<file path="src/rtl/src_stream_mm2s_if.sv">
// Source stream valid/ready bundle.
// master drives data toward the sink, slave returns ready.
interface src_stream_mm2s_if #(
  parameter int DW = 32
);
  logic          src_valid;
  logic [DW-1:0] src_data;
  logic          src_last;
  logic          src_ready;

  modport master (
    output src_valid,
    output src_data,
    output src_last,
    input  src_ready
  );

  modport slave (
    input  src_valid,
    input  src_data,
    input  src_last,
    output src_ready
  );
endinterface

</file>
<file path="src/rtl/src_stream_mm2s.sv">
// Memory-to-stream transmitter with a prefetch FIFO.
// Optional stall counter: define MM2S_STALL_CNT_EN.
module src_stream_mm2s #(
  parameter int DW    = 32,
  parameter int AW    = 12,
  parameter int LW    = 13,
  parameter int DEPTH = 4
) (
  input  logic          clk,
  input  logic          rst_n,
  input  logic          start,
  input  logic [AW-1:0] base,
  input  logic [LW-1:0] len,
  output logic          busy,
  output logic          done,
  output logic          mem_re,
  output logic [AW-1:0] mem_addr,
  input  logic [DW-1:0] mem_rdata,
`ifdef MM2S_STALL_CNT_EN
  output logic [31:0]   stall_cnt,
`endif
  src_stream_mm2s_if.master src
);
  localparam int PW = $clog2(DEPTH);
  localparam int CW = PW + 1;

  typedef enum logic [1:0] {
    IDLE,
    RUN,
    FLUSH
  } state_t;

  state_t        state;
  logic [DW-1:0] fifo_q [DEPTH];
  logic [PW-1:0] wptr;
  logic [PW-1:0] rptr;
  logic [CW-1:0] count;
  logic          inflight;
  logic [AW-1:0] rd_addr;
  logic [LW-1:0] rd_left;
  logic [LW-1:0] wr_left;
  logic          issue;
  logic          push;
  logic          pop;

  assign push  = inflight;
  assign pop   = src.src_valid & src.src_ready;
  assign issue = (state == RUN)
               && (rd_left != '0)
               && ((count + CW'(inflight))
                   < CW'(DEPTH));

  assign mem_re        = issue;
  assign mem_addr      = rd_addr;
  assign src.src_valid = (count != '0);
  assign src.src_data  = fifo_q[rptr];
  assign src.src_last  = src.src_valid
                       && (wr_left == LW'(1));

  // Transfer control: accept start, issue reads, finish on last pop.
  always_ff @(posedge clk or negedge rst_n) begin
    if (!rst_n) begin
      state   <= IDLE;
      busy    <= 1'b0;
      done    <= 1'b0;
      rd_addr <= '0;
      rd_left <= '0;
      wr_left <= '0;
    end else begin
      done <= 1'b0;
      unique case (state)
        IDLE: begin
          if (start) begin
            if (len != '0) begin
              rd_addr <= base;
              rd_left <= len;
              wr_left <= len;
              busy    <= 1'b1;
              state   <= RUN;
            end else begin
              done <= 1'b1;
            end
          end
        end
        RUN: begin
          if (issue) begin
            rd_addr <= rd_addr + AW'(1);
            rd_left <= rd_left - LW'(1);
            if (rd_left == LW'(1)) begin
              state <= FLUSH;
            end
          end
        end
        FLUSH: begin
        end
        default: state <= IDLE;
      endcase
      if ((state != IDLE) && pop) begin
        wr_left <= wr_left - LW'(1);
        if (src.src_last) begin
          state <= IDLE;
          busy  <= 1'b0;
          done  <= 1'b1;
        end
      end
    end
  end

  // Prefetch FIFO: push read data one cycle after the read, pop on handshake.
  always_ff @(posedge clk or negedge rst_n) begin
    if (!rst_n) begin
      for (int i = 0; i < DEPTH; i++) begin
        fifo_q[i] <= '0;
      end
      wptr     <= '0;
      rptr     <= '0;
      count    <= '0;
      inflight <= 1'b0;
    end else begin
      inflight <= issue;
      if (push) begin
        fifo_q[wptr] <= mem_rdata;
        wptr         <= wptr + PW'(1);
      end
      if (pop) begin
        rptr <= rptr + PW'(1);
      end
      count <= count + CW'(push) - CW'(pop);
    end
  end

`ifndef SYNTHESIS
  // A push never lands in a full FIFO; the read credit reserves the slot.
  always_ff @(posedge clk) begin
    if (rst_n) begin
      assert (!(push && !pop && (count == CW'(DEPTH))));
    end
  end
`endif

`ifdef MM2S_STALL_CNT_EN
  // Count busy cycles where data waits on the sink, saturating.
  always_ff @(posedge clk or negedge rst_n) begin
    if (!rst_n) begin
      stall_cnt <= '0;
    end else if ((state == IDLE) && start
                 && (len != '0)) begin
      stall_cnt <= '0;
    end else if (busy && src.src_valid
                 && !src.src_ready
                 && (stall_cnt != '1)) begin
      stall_cnt <= stall_cnt + 32'd1;
    end
  end
`endif

endmodule

</file>
<file path="src/flat_wrapper.sv">
// flat-port wrapper written by rule: the top's interface ports become plain ports
module src_stream_mm2s_flat 
#(
  parameter int DW    = 32,
  parameter int AW    = 12,
  parameter int LW    = 13,
  parameter int DEPTH = 4
)
  (clk, rst_n, start, base, len, busy, done, mem_re, mem_addr, mem_rdata, src_src_valid, src_src_data, src_src_last, src_src_ready);
  src_stream_mm2s_if #(.DW(DW)) src_i ();
  input  logic clk;
  input  logic rst_n;
  input  logic start;
  input  logic [AW-1:0] base;
  input  logic [LW-1:0] len;
  output logic busy;
  output logic done;
  output logic mem_re;
  output logic [AW-1:0] mem_addr;
  input  logic [DW-1:0] mem_rdata;
  output wire logic [$bits(src_i.src_valid)-1:0] src_src_valid;
  output wire logic [$bits(src_i.src_data)-1:0] src_src_data;
  output wire logic [$bits(src_i.src_last)-1:0] src_src_last;
  input wire logic [$bits(src_i.src_ready)-1:0] src_src_ready;
  assign src_src_valid = src_i.src_valid;
  assign src_src_data = src_i.src_data;
  assign src_src_last = src_i.src_last;
  assign src_i.src_ready = src_src_ready;
  src_stream_mm2s #(.DW(DW), .AW(AW), .LW(LW), .DEPTH(DEPTH)) u_core (.clk(clk), .rst_n(rst_n), .start(start), .base(base), .len(len), .busy(busy), .done(done), .mem_re(mem_re), .mem_addr(mem_addr), .mem_rdata(mem_rdata), .src(src_i));
endmodule
</file>
<file path="config.mk">
export PLATFORM = sky130hd
export DESIGN_NAME = src_stream_mm2s_flat
export DESIGN_NICKNAME = d
export VERILOG_FILES = /design/src/rtl/src_stream_mm2s_if.sv /design/src/rtl/src_stream_mm2s.sv /design/src/flat_wrapper.sv
export SDC_FILE = /design/constraint.sdc
export NUM_CORES = 1
export LEC_CHECK = 0
export BUFFER_PORTS_ARGS = -buffer_cell sky130_fd_sc_hd__buf_2
export CORE_MARGIN = 5
export CORE_UTILIZATION = 62
export CTS_BUF_LIST = sky130_fd_sc_hd__clkbuf_4 sky130_fd_sc_hd__clkbuf_8
export CTS_CLUSTER_DIAMETER = 120
export DETAILED_ROUTE_END_ITERATION = 7
export HOLD_SLACK_MARGIN = 0.02
export MAX_ROUTING_LAYER = met4
export PLACE_DENSITY = 0.87
export SLEW_MARGIN = 10
export SYNTH_ARGS = -nofsm -noshare
export SYNTH_HDL_FRONTEND = slang
export SYNTH_SLANG_ARGS = --single-unit
</file>
<file path="constraint.sdc">
create_clock -name clk -period 6.1 [get_ports clk]
set_input_delay 1.525 -clock clk [delete_from_list [all_inputs] [get_ports clk]]
set_output_delay 1.525 -clock clk [all_outputs]
set_load 0.02 [all_outputs]
</file>
==> results of run 1 <==
## area by class of cell
cell class	instances	area, um^2	share of cell area (%)
Timing Repair Buffer	119	627	6.56
Clock inverter	9	130	1.36
Clock buffer	23	292	3.05
Multi-Input combinational cell	426	3780	39.6
Tap cell	176	220	2.30
Antenna cell	1	2.50	0.0262
Sequential cell	178	4460	46.6
Inverter	13	48.8	0.510
## critical path, cell delays in order (launching register included)
cell and delay, ps:
dfrtp_2 700, buf_4 470, mux4_2 590, buf_2 180
## per-layer routing
layer | up-vias | track usage, %
met5 | - | -
met3 | 24 | 5.88
met4 | 0 | 7.44
met1 | 2926 | 31.7
met2 | 189 | 40.6
li1 | 2619 | -
## power groups by stage
stage / clock network, mW / logic, mW / registers [mW]
global placement: 0 / 2.58 / 2.17
finish: 0.847 / 2.68 / 2.24
global route: 0.914 / 2.92 / 2.31
CTS: 0.857 / 2.70 / 2.23
floorplan: 0 / 2.07 / 2.10
detailed placement: 0 / 2.69 / 2.25
## kinds of logic (layout without fill, tap and decap cells)
group | Yosys count | after routing | share of synthesized area [%]
AO/OA/AOI/OAI | 114 | 114 | 8.17
other | 0 | 1 | 0
flip-flops | 178 | 178 | 52.8
AND/OR/NAND/NOR | 129 | 129 | 7.98
XOR/XNOR | 7 | 7 | 0.727
adder cells (fa/ha/maj) | 14 | 14 | 2.08
buffers and inverters | 51 | 164 | 2.40
multiplexers | 162 | 162 | 25.9
## how the worst max path moves through the flow
stage                                         end  slack (ps)  cells after the start
finish                            src_src_data[2]        2170                      3
global route                     src_src_data[21]        1970                      3
CTS                              src_src_data[21]        2100                      3
detailed placement  u_core.rd_left[0]$_DFFE_PN0P_        2330                      6
global placement    u_core.rd_left[0]$_DFFE_PN0P_        2390                      6
floorplan                            src_src_last        2910                      3
## Yosys cell counts, types with 4 or more instances
cell      instances  area [um^2]
inv_1            13         48.8
and2_1            5         31.3
xnor2_1           5         43.8
nor4_1            7         43.8
ha_1             14          175
mux4_2           32          721
nor3_1            9         45.0
nor2_1           22         82.6
nand2b_1          4         25.0
o22ai_1           7         43.8
nand2_1          46          173
mux2_2          128         1440
clkbuf_1         19         71.3
a31oi_1           4         25.0
a211oi_1          5         37.5
nand3_1          12         60.1
a21oi_1          39          195
dfrtp_1         178         4450
o21ai_0          35          175
buf_2             6         30.0
buf_1            12         45.0
nand4_1           6         37.5
## cell usage in the layout, fill, tap and decap left out, types with 2 or more instances in the layout
cell type,synthesis,layout
a22oi_1,3,3
inv_1,13,13
dfrtp_1,178,177
xor2_1,2,2
bufinv_16,0,3
xnor2_1,5,5
nand4_1,6,6
nor4_1,7,7
a21oi_1,39,39
a211oi_1,5,5
a22o_1,2,2
or3_1,2,2
ha_1,14,14
nand2b_1,4,4
a31oi_1,4,4
clkbuf_8,0,19
a221o_1,2,2
and4_1,3,3
nand2_1,46,46
buf_2,6,108
clkinv_2,0,3
nor3b_1,3,3
mux4_2,32,32
o221a_2,2,2
and2_1,5,5
nor3_1,9,9
o22ai_1,7,7
mux2_2,128,128
buf_4,1,10
a21o_1,2,2
o21ai_0,35,35
mux2i_1,2,2
nand3_1,12,12
o2bb2ai_1,2,2
o31a_1,2,2
nor2_1,22,22
clkbuf_4,0,4
## state kept, by name (all words and copies together), names as in the netlist
| signal | count |
|---|---|
| u_core.busy | 1 |
| u_core.count | 3 |
| u_core.done | 1 |
| u_core.fifo_q | 128 |
| u_core.inflight | 1 |
| u_core.mem_addr | 12 |
| u_core.rd_left | 13 |
| u_core.rptr | 2 |
| u_core.state | 2 |
| u_core.wptr | 2 |
| u_core.wr_left | 13 |
==> flow_metrics.py, run 1 <==
metrics = {
    "status": {
        "outcome": "finished, final reports clean",
    },
    "layout": {
        "final_nets": 830,
        "n_fill_cell": 894,
        "syn2layout_area_growth_pct": 13.3,
        "utilization_pct": 71.9,
        "finish.instance_area_mm2": 0.00956,
        "drive_above_1_share_pct": 41.9,
        "fin_cells": 945,
    },
    "clock_tree": {
        "clk_latency_ps": 450,
        "cts_tree": "done",
        "clkSinkCount": 178,
        "clock_tree.root_cell": "clkbuf_8",
        "cts-htree-levels": 4,
        "clock_path_buffers": 2,
        "holdBufCountCts": 0,
        "postCtsSetupBuffers": 0,
        "path_clk_slew_ps": 90,
        "numCtsBuffers": 17,
        "cts.repair.resized": 0,
    },
    "min_path": {
        "hp-class": "reg2reg",
        "hold_end": "u_core.busy$_DFF_PN0_",
        "holdPathStages": 2,
        "min_from": "u_core.busy$_DFF_PN0_",
    },
    "power": {
        "p_int_mw": 3.53,
        "pwr-share-seq_pct": 38.8,
        "power.leakage_nw": 4.19,
        "switching_power_mw": 2.23,
        "p_clk_share_pct": 14.7,
        "p_sw_share_pct": 38.7,
        "comb_power_share_pct": 46.5,
        "peakVddDrop_uv": 301,
        "finalPower_mw": 5.77,
        "powerDensity_mw_per_mm2": 603,
    },
    "worst_setup_path": {
        "r2r_start": "u_core.rd_left[1]$_DFFE_PN0P_",
        "critical_path_class": "reg2out",
        "start_kind": "register",
        "crit_fanout": 20,
        "required_ps": 4580,
        "endpoint_kind": "primary output",
        "r2r-end": "u_core.rd_left[0]$_DFFE_PN0P_",
        "startpoint": "u_core.rptr[0]$_DFFE_PN0P_",
        "ff2ff_setup_slack_ps": 3560,
        "worst-r2r-cell-count": 7,
        "critPathArrivalTime_ps": 2410,
    },
    "synthesis": {
        "synth_enable_flop_cells": 0,
        "yosys_register_bits": 178,
        "ys_seq_area_share_pct": 52.8,
        "synth.avg_cell_area_um2": 12.9,
        "yosys_most_used_dff": "dfrtp_1",
        "synth_cell_types": 53,
        "synthCells": 655,
        "syn_nets": 730,
        "syn_area_mm2": 0.00844,
        "yosys_warnings": 0,
        "async_reset_ff_share_pct": 100,
    },
    "routing": {
        "wl_met1_mm": 7.77,
        "dr.pass1.iters": 5,
        "ant_nets": 0,
        "wl_met3_mm": 1.18,
        "initialDrtViolationCount": 405,
        "wl_per_cell_um": 19.6,
        "drcViolationCount": 0,
        "dr_total_vias": 5758,
        "top_layer": "met4",
        "routed-wl-met2_mm": 9.29,
        "viasPerCell": 6.09,
        "drt-total-wl_mm": 18.5,
    },
    "placement": {
        "portBuffers": 109,
        "place_ws_ps": 2330,
        "dp_cells": 912,
        "gp_congestion": 0.895,
        "placed_cell_area_mm2": 0.00914,
        "dpl.hpwl_mm": 12.6,
    },
    "sta": {
        "skew_ps": 9.37,
        "final_max_slew_viol_count": 0,
        "slew_headroom_pct": 30.8,
        "setup_slack_ps": 2170,
        "rsz0062_at_grt": "false",
        "setup_tns_ps": 0,
        "hold_viol_final": 0,
        "post-route-min-period_ps": 3930,
        "timing.hold.ws_ps": 503,
        "worst_slew_pin_slew_ps": 1040,
        "setup_viol": 0,
        "fmax_mhz": 254,
        "period_share_pct": 64.4,
    },
    "global_route": {
        "gr-total-overflow": 0,
        "grt_pass1_vias": 6239,
        "track_usage_pct": 25.0,
        "grt_start_max_net_pins": 93,
        "antenna_found_initial": 1,
        "grt_pass1_wl_mm": 31.2,
    },
    "floorplanning": {
        "start_util_pct": 63.5,
        "rows": 42,
        "core_mm2": 0.0133,
        "fp.dieArea_mm2": 0.0160,
        "die_width_um": 127,
        "die_h_um": 127,
        "io_pins": 110,
    },
    "job": {
        "cap_viol_max_count": 0,
    },
}
Note: power is estimated with default switching activity, not from simulation.
==> run 2, diff against run 1 <==
Settings changed: CORE_UTILIZATION 62 to 54, PLACE_DENSITY 0.87 to 0.8.
Clock period 6.1 ns to 3.2 ns, I/O delays scaled along.
==> run 2 against run 1 <==
- sequential cell count did not move
- register-to-register slack lost 2700 ps
- largest power group unchanged
- critical path type unchanged
- worst hold slack worse by 300 ps
- sequential share of layout area shrank 0.36 points
- highest routed layer unchanged
- via count barely moved
- critical endpoint is now src_src_last
- core utilization fell by 8.7 points
- combinational power increased by 93%
- clock skew down 1.3 ps
==> flow_metrics.py, run 2 (synthesized netlist as in run 1, its figures left out) <==
metrics = {
    "worst_setup_path": {
        "crit_fanout": 6,
        "required_ps": 2400,
        "endpoint_kind": "primary output",
        "critical_path_class": "reg2out",
        "ff2ff_setup_slack_ps": 880,
        "start_kind": "register",
        "critPathArrivalTime_ps": 2270,
    },
    "sta": {
        "period_share_pct": 96.0,
        "hold_viol_final": 0,
        "post-route-min-period_ps": 3070,
        "rsz0062_at_grt": "false",
        "fmax_mhz": 326,
        "skew_ps": 8.08,
        "timing.hold.ws_ps": 206,
        "setup_tns_ps": 0,
        "slew_headroom_pct": 34.2,
        "setup_viol": 0,
        "final_max_slew_viol_count": 0,
        "worst_slew_pin_slew_ps": 987,
    },
    "global_route": {
        "grt_start_max_net_pins": 106,
        "grt_pass1_vias": 5990,
        "gr-total-overflow": 0,
        "antenna_found_initial": 4,
        "track_usage_pct": 21.7,
        "grt_pass1_wl_mm": 30.4,
    },
    "power": {
        "comb_power_share_pct": 46.9,
        "peakVddDrop_uv": 451,
        "power.leakage_nw": 4.18,
        "switching_power_mw": 4.31,
        "p_clk_share_pct": 14.5,
        "pwr-share-seq_pct": 38.6,
        "p_sw_share_pct": 39.1,
        "p_int_mw": 6.71,
        "powerDensity_mw_per_mm2": 1140,
    },
    "routing": {
        "dr_total_vias": 5761,
        "ant_nets": 0,
        "dr.pass1.iters": 5,
        "initialDrtViolationCount": 347,
        "wl_per_cell_um": 18.7,
        "viasPerCell": 5.85,
        "drcViolationCount": 0,
        "drt-total-wl_mm": 18.4,
    },
    "min_path": {
        "hp-class": "in2async",
    },
    "clock_tree": {
        "clock_tree.root_cell": "clkbuf_8",
        "cts.repair.resized": 0,
        "cts_tree": "done",
        "clkSinkCount": 178,
        "clk_latency_ps": 460,
        "cts-htree-levels": 4,
        "numCtsBuffers": 17,
        "clock_path_buffers": 2,
        "path_clk_slew_ps": 90,
        "postCtsSetupBuffers": 0,
        "holdBufCountCts": 0,
    },
    "floorplanning": {
        "fp.dieArea_mm2": 0.0182,
        "rows": 45,
        "die_width_um": 135,
        "start_util_pct": 55.3,
        "core_mm2": 0.0153,
        "die_h_um": 135,
        "io_pins": 110,
    },
    "layout": {
        "multi_input_area_mm2": 0.00379,
        "n_fill_cell": 1126,
        "utilization_pct": 63.2,
        "final_nets": 831,
        "mostFrequentLayoutCells": "dfrtp_1 (176), mux2_2 (128), buf_2 (108)",
        "layout.cells.most_common": "dfrtp_1",
        "largestRegisters": "u_core.fifo_q: 128 flops, u_core.rd_left: 13 flops, u_core.wr_left: 13 flops",
        "largest_register": "u_core.fifo_q",
        "finish.instance_area_mm2": 0.00964,
        "drive_above_1_share_pct": 42.7,
        "largest_reg_flops": 128,
        "syn2layout_area_growth_pct": 14.2,
        "regArea_mm2": 0.00446,
    },
    "status": {
        "outcome": "finished, final reports clean",
    },
    "placement": {
        "portBuffers": 109,
        "gp_congestion": 0.902,
        "dpl.hpwl_mm": 12.6,
        "placed_cell_area_mm2": 0.00921,
    },
    "job": {
        "cap_viol_max_count": 0,
    },
}
-- run 2: cell count changes in the layout (fill, tap and decap cells not counted) --
| cell | change |
|---|---|
| dfrtp_1 | -1 |
| nand2_1 | -4 |
| inv_6 | +1 |
| dfrtp_2 | +1 |
| buf_12 | +1 |
| nand2_2 | +4 |
| inv_8 | +1 |
| clkinv_4 | +2 |
| clkbuf_8 | -2 |
| diode_2 | +3 |
| clkbuf_4 | -4 |
| clkinvlp_4 | +2 |
-- run 2: through the flow --
step / total power [mW] / setup slack [ps] / std cells
4_1_cts: 11.1 / 113 / 980
3_3_place_gp: 9.14 / 650 / 948
6_report: 11.0 / 129 / 984
2_1_floorplan: 7.95 / 735 / 655
5_1_grt: 11.8 / 5.83 / 984
3_5_place_dp: 9.48 / 629 / 948
-- run 2: power by group through the flow --
| stage | clock network (mW) | logic (mW) | registers [mW] |
|---|---|---|---|
| after detailed placement | 0 | 5.21 | 4.27 |
| after global routing | 1.74 | 5.64 | 4.38 |
| final | 1.60 | 5.16 | 4.25 |
| after global placement | 0 | 5.02 | 4.13 |
| after CTS | 1.64 | 5.22 | 4.23 |
| after floorplan | 0 | 3.94 | 4.01 |
-- run 2: final timing paths --
path	start	end	cells after the start
max	u_core.wr_left[6]$_DFFE_PN0P_	src_src_last	4
min	rst_n	u_core.fifo_q[105]$_DFFE_PN0P_	1
max reg2reg	u_core.inflight$_DFF_PN0_	u_core.rd_left[6]$_DFFE_PN0P_	8
min reg2reg	u_core.fifo_q[2]$_DFFE_PN0P_	u_core.fifo_q[2]$_DFFE_PN0P_	1
max in group asynchronous	rst_n	u_core.fifo_q[57]$_DFFE_PN0P_	2
min in group clk	u_core.fifo_q[2]$_DFFE_PN0P_	u_core.fifo_q[2]$_DFFE_PN0P_	1
-- run 2: layout make-up --
cell class | instances | area share (%)
Clock inverter | 15 | 1.90
Timing Repair Buffer | 120 | 6.71
Inverter | 13 | 0.506
Multi-Input combinational cell | 426 | 39.4
Tap cell | 211 | 2.74
Clock buffer | 17 | 2.43
Antenna cell | 4 | 0.104
Sequential cell | 178 | 46.2
-- run 2: worst max-delay path, stage by stage, from the launching register on --
cell	delay, ps
dfrtp_1	440
or3_4	420
or4_4	470
nor4b_4	280
buf_2	210
-- run 2: per-layer routing --
layer	global-route usage, %	share of wire, %	vias to the layer above
met5	-	0	-
met2	35.9	51	202
met4	6.38	1.1	0
met1	27.4	42	2906
li1	-	-	2633
met3	4.51	6.2	20
==> run 3, diff against run 2 <==
Settings changed: CORE_ASPECT_RATIO from default to 1.1.
==> run 3 against run 2 <==
- sequential share of layout area is 0.11 points higher
- final cell count is 1.8% lower
- clock skew is 5.2 ps higher
- critical path depth stayed put
- global-route usage is 0.71 points higher
- via count is 0.61% higher
==> flow_metrics.py, run 3 (synthesized netlist as in run 1, its figures left out) <==
metrics = {
    "layout": {
        "largest_register": "u_core.fifo_q",
        "drive_above_1_share_pct": 42.6,
        "final_nets": 828,
        "largest_reg_flops": 128,
        "n_fill_cell": 1207,
        "mostFrequentLayoutCells": "dfrtp_1 (176), mux2_2 (128), buf_2 (108)",
        "fin_cells": 966,
        "largestRegisters": "u_core.fifo_q: 128 flops, u_core.rd_left: 13 flops, u_core.wr_left: 13 flops",
        "layout.cells.most_common": "dfrtp_1",
        "antenna_cells": 0,
        "syn2layout_area_growth_pct": 13.9,
    },
    "worst_setup_path": {
        "endpoint_kind": "primary output",
        "critPathArrivalTime_ps": 2280,
        "r2r_start": "u_core.inflight$_DFF_PN0_",
        "worst-r2r-cell-count": 8,
        "required_ps": 2400,
        "r2r-end": "u_core.rd_left[6]$_DFFE_PN0P_",
        "ff2ff_setup_slack_ps": 870,
        "startpoint": "u_core.wr_left[6]$_DFFE_PN0P_",
        "crit_fanout": 6,
        "start_kind": "register",
        "critical_path_class": "reg2out",
    },
    "floorplanning": {
        "fp.dieArea_mm2": 0.0182,
        "die_h_um": 141,
        "io_pins": 110,
        "die_width_um": 129,
        "rows": 48,
        "start_util_pct": 54.5,
        "core_mm2": 0.0155,
    },
    "clock_tree": {
        "cts.repair.resized": 0,
        "holdBufCountCts": 0,
        "clock_tree.root_cell": "clkbuf_8",
        "clock_path_buffers": 2,
        "numCtsBuffers": 17,
        "path_clk_slew_ps": 90,
        "cts-htree-levels": 4,
        "cts_tree": "done",
        "clkSinkCount": 178,
        "postCtsSetupBuffers": 0,
        "clk_latency_ps": 460,
    },
    "routing": {
        "dr_total_vias": 5796,
        "dr.pass1.iters": 5,
        "drt-total-wl_mm": 18.9,
        "drcViolationCount": 0,
        "viasPerCell": 6.00,
        "ant_nets": 0,
        "wl_per_cell_um": 19.5,
        "initialDrtViolationCount": 324,
    },
    "sta": {
        "fmax_mhz": 324,
        "slew_headroom_pct": 31.3,
        "final_max_slew_viol_count": 0,
        "rsz0062_at_grt": "false",
        "skew_ps": 13.3,
        "hold_viol_final": 0,
        "setup_tns_ps": 0,
        "worst_slew_pin_slew_ps": 1030,
        "setup_viol": 0,
        "post-route-min-period_ps": 3080,
        "period_share_pct": 96.4,
        "setup_slack_ps": 116,
    },
    "power": {
        "peakVddDrop_uv": 474,
        "power.leakage_nw": 4.17,
        "powerDensity_mw_per_mm2": 1150,
    },
    "global_route": {
        "antenna_found_initial": 0,
        "met1_usage_pct": 27.7,
        "use_met3_pct": 4.47,
        "grt_start_max_net_pins": 77,
        "grt_pass1_wl_mm": 31.4,
        "groute.layer.met2.usage_pct": 37.2,
        "grt.busiest_layer": "met2",
        "track_usage_pct": 22.4,
        "gr-total-overflow": 0,
        "grt_pass1_vias": 6270,
    },
    "status": {
        "outcome": "finished, final reports clean",
    },
    "placement": {
        "dpl.hpwl_mm": 12.5,
        "portBuffers": 109,
        "place_ws_ps": 608,
        "dp_cells": 934,
        "gp_congestion": 0.858,
    },
    "min_path": {
        "hp-class": "in2async",
    },
    "job": {
        "cap_viol_max_count": 0,
    },
}
-- run 3: cell types whose count changed in the layout (fill, tap and decap cells not counted), sizes merged --
cell,delta
clkinv,-4
diode,-4
buf,-3
clkbuf,+3
clkinvlp,+3
inv,-2
-- run 3: worst max path at each step --
stage	endpoint	cells after the start	slack (ps)
2_1_floorplan	src_src_last	3	740
3_3_place_gp	src_src_last	4	670
3_5_place_dp	src_src_last	4	610
4_1_cts	src_src_last	4	90
5_1_grt	src_src_last	4	10
6_report	src_src_last	4	120
-- run 3: layout make-up --
| type | instances | area, um^2 | share of cell area (%) |
|---|---|---|---|
| clock inverter | 12 | 158 | 1.64 |
| timing repair buffer | 117 | 637 | 6.62 |
| tap | 200 | 250 | 2.60 |
| multi-input combinational | 426 | 3800 | 39.5 |
| inverter | 13 | 48.8 | 0.508 |
| sequential | 178 | 4460 | 46.4 |
| clock buffer | 20 | 263 | 2.73 |
-- run 3: through the flow --
| stage | area (um^2) | hold WS [ps] | utilization, % | power (mW) |
|---|---|---|---|---|
| floorplan | 8440 | 449 | - | 7.95 |
| global placement | 9190 | 479 | 59.3 | 9.16 |
| detailed placement | 9190 | 478 | 59.3 | 9.50 |
| CTS | 9610 | 371 | 62.0 | 11.1 |
| global route | 9610 | 408 | 62.0 | 11.8 |
| finish | 9610 | 355 | 62.0 | 11.0 |
-- run 3: routing by layer --
layer  vias up  part of all wire [%]
met2       202                    52
met1      2948                    40
li1       2615                     -
met3        31                   6.1
met5         -                     0
met4         0                   1.8
-- run 3: critical path: stages (launching register included) --
cell and delay, ps:
dfrtp_1 450, or3_4 420, or4_4 460, nor4b_4 290, buf_2 210
-- run 3: report_power, final --
part | switching, mW | internal (mW)
sequential | 0.879 | 3.39
clock | 0.807 | 0.811
combinational | 2.63 | 2.53
total | 4.31 | 6.73
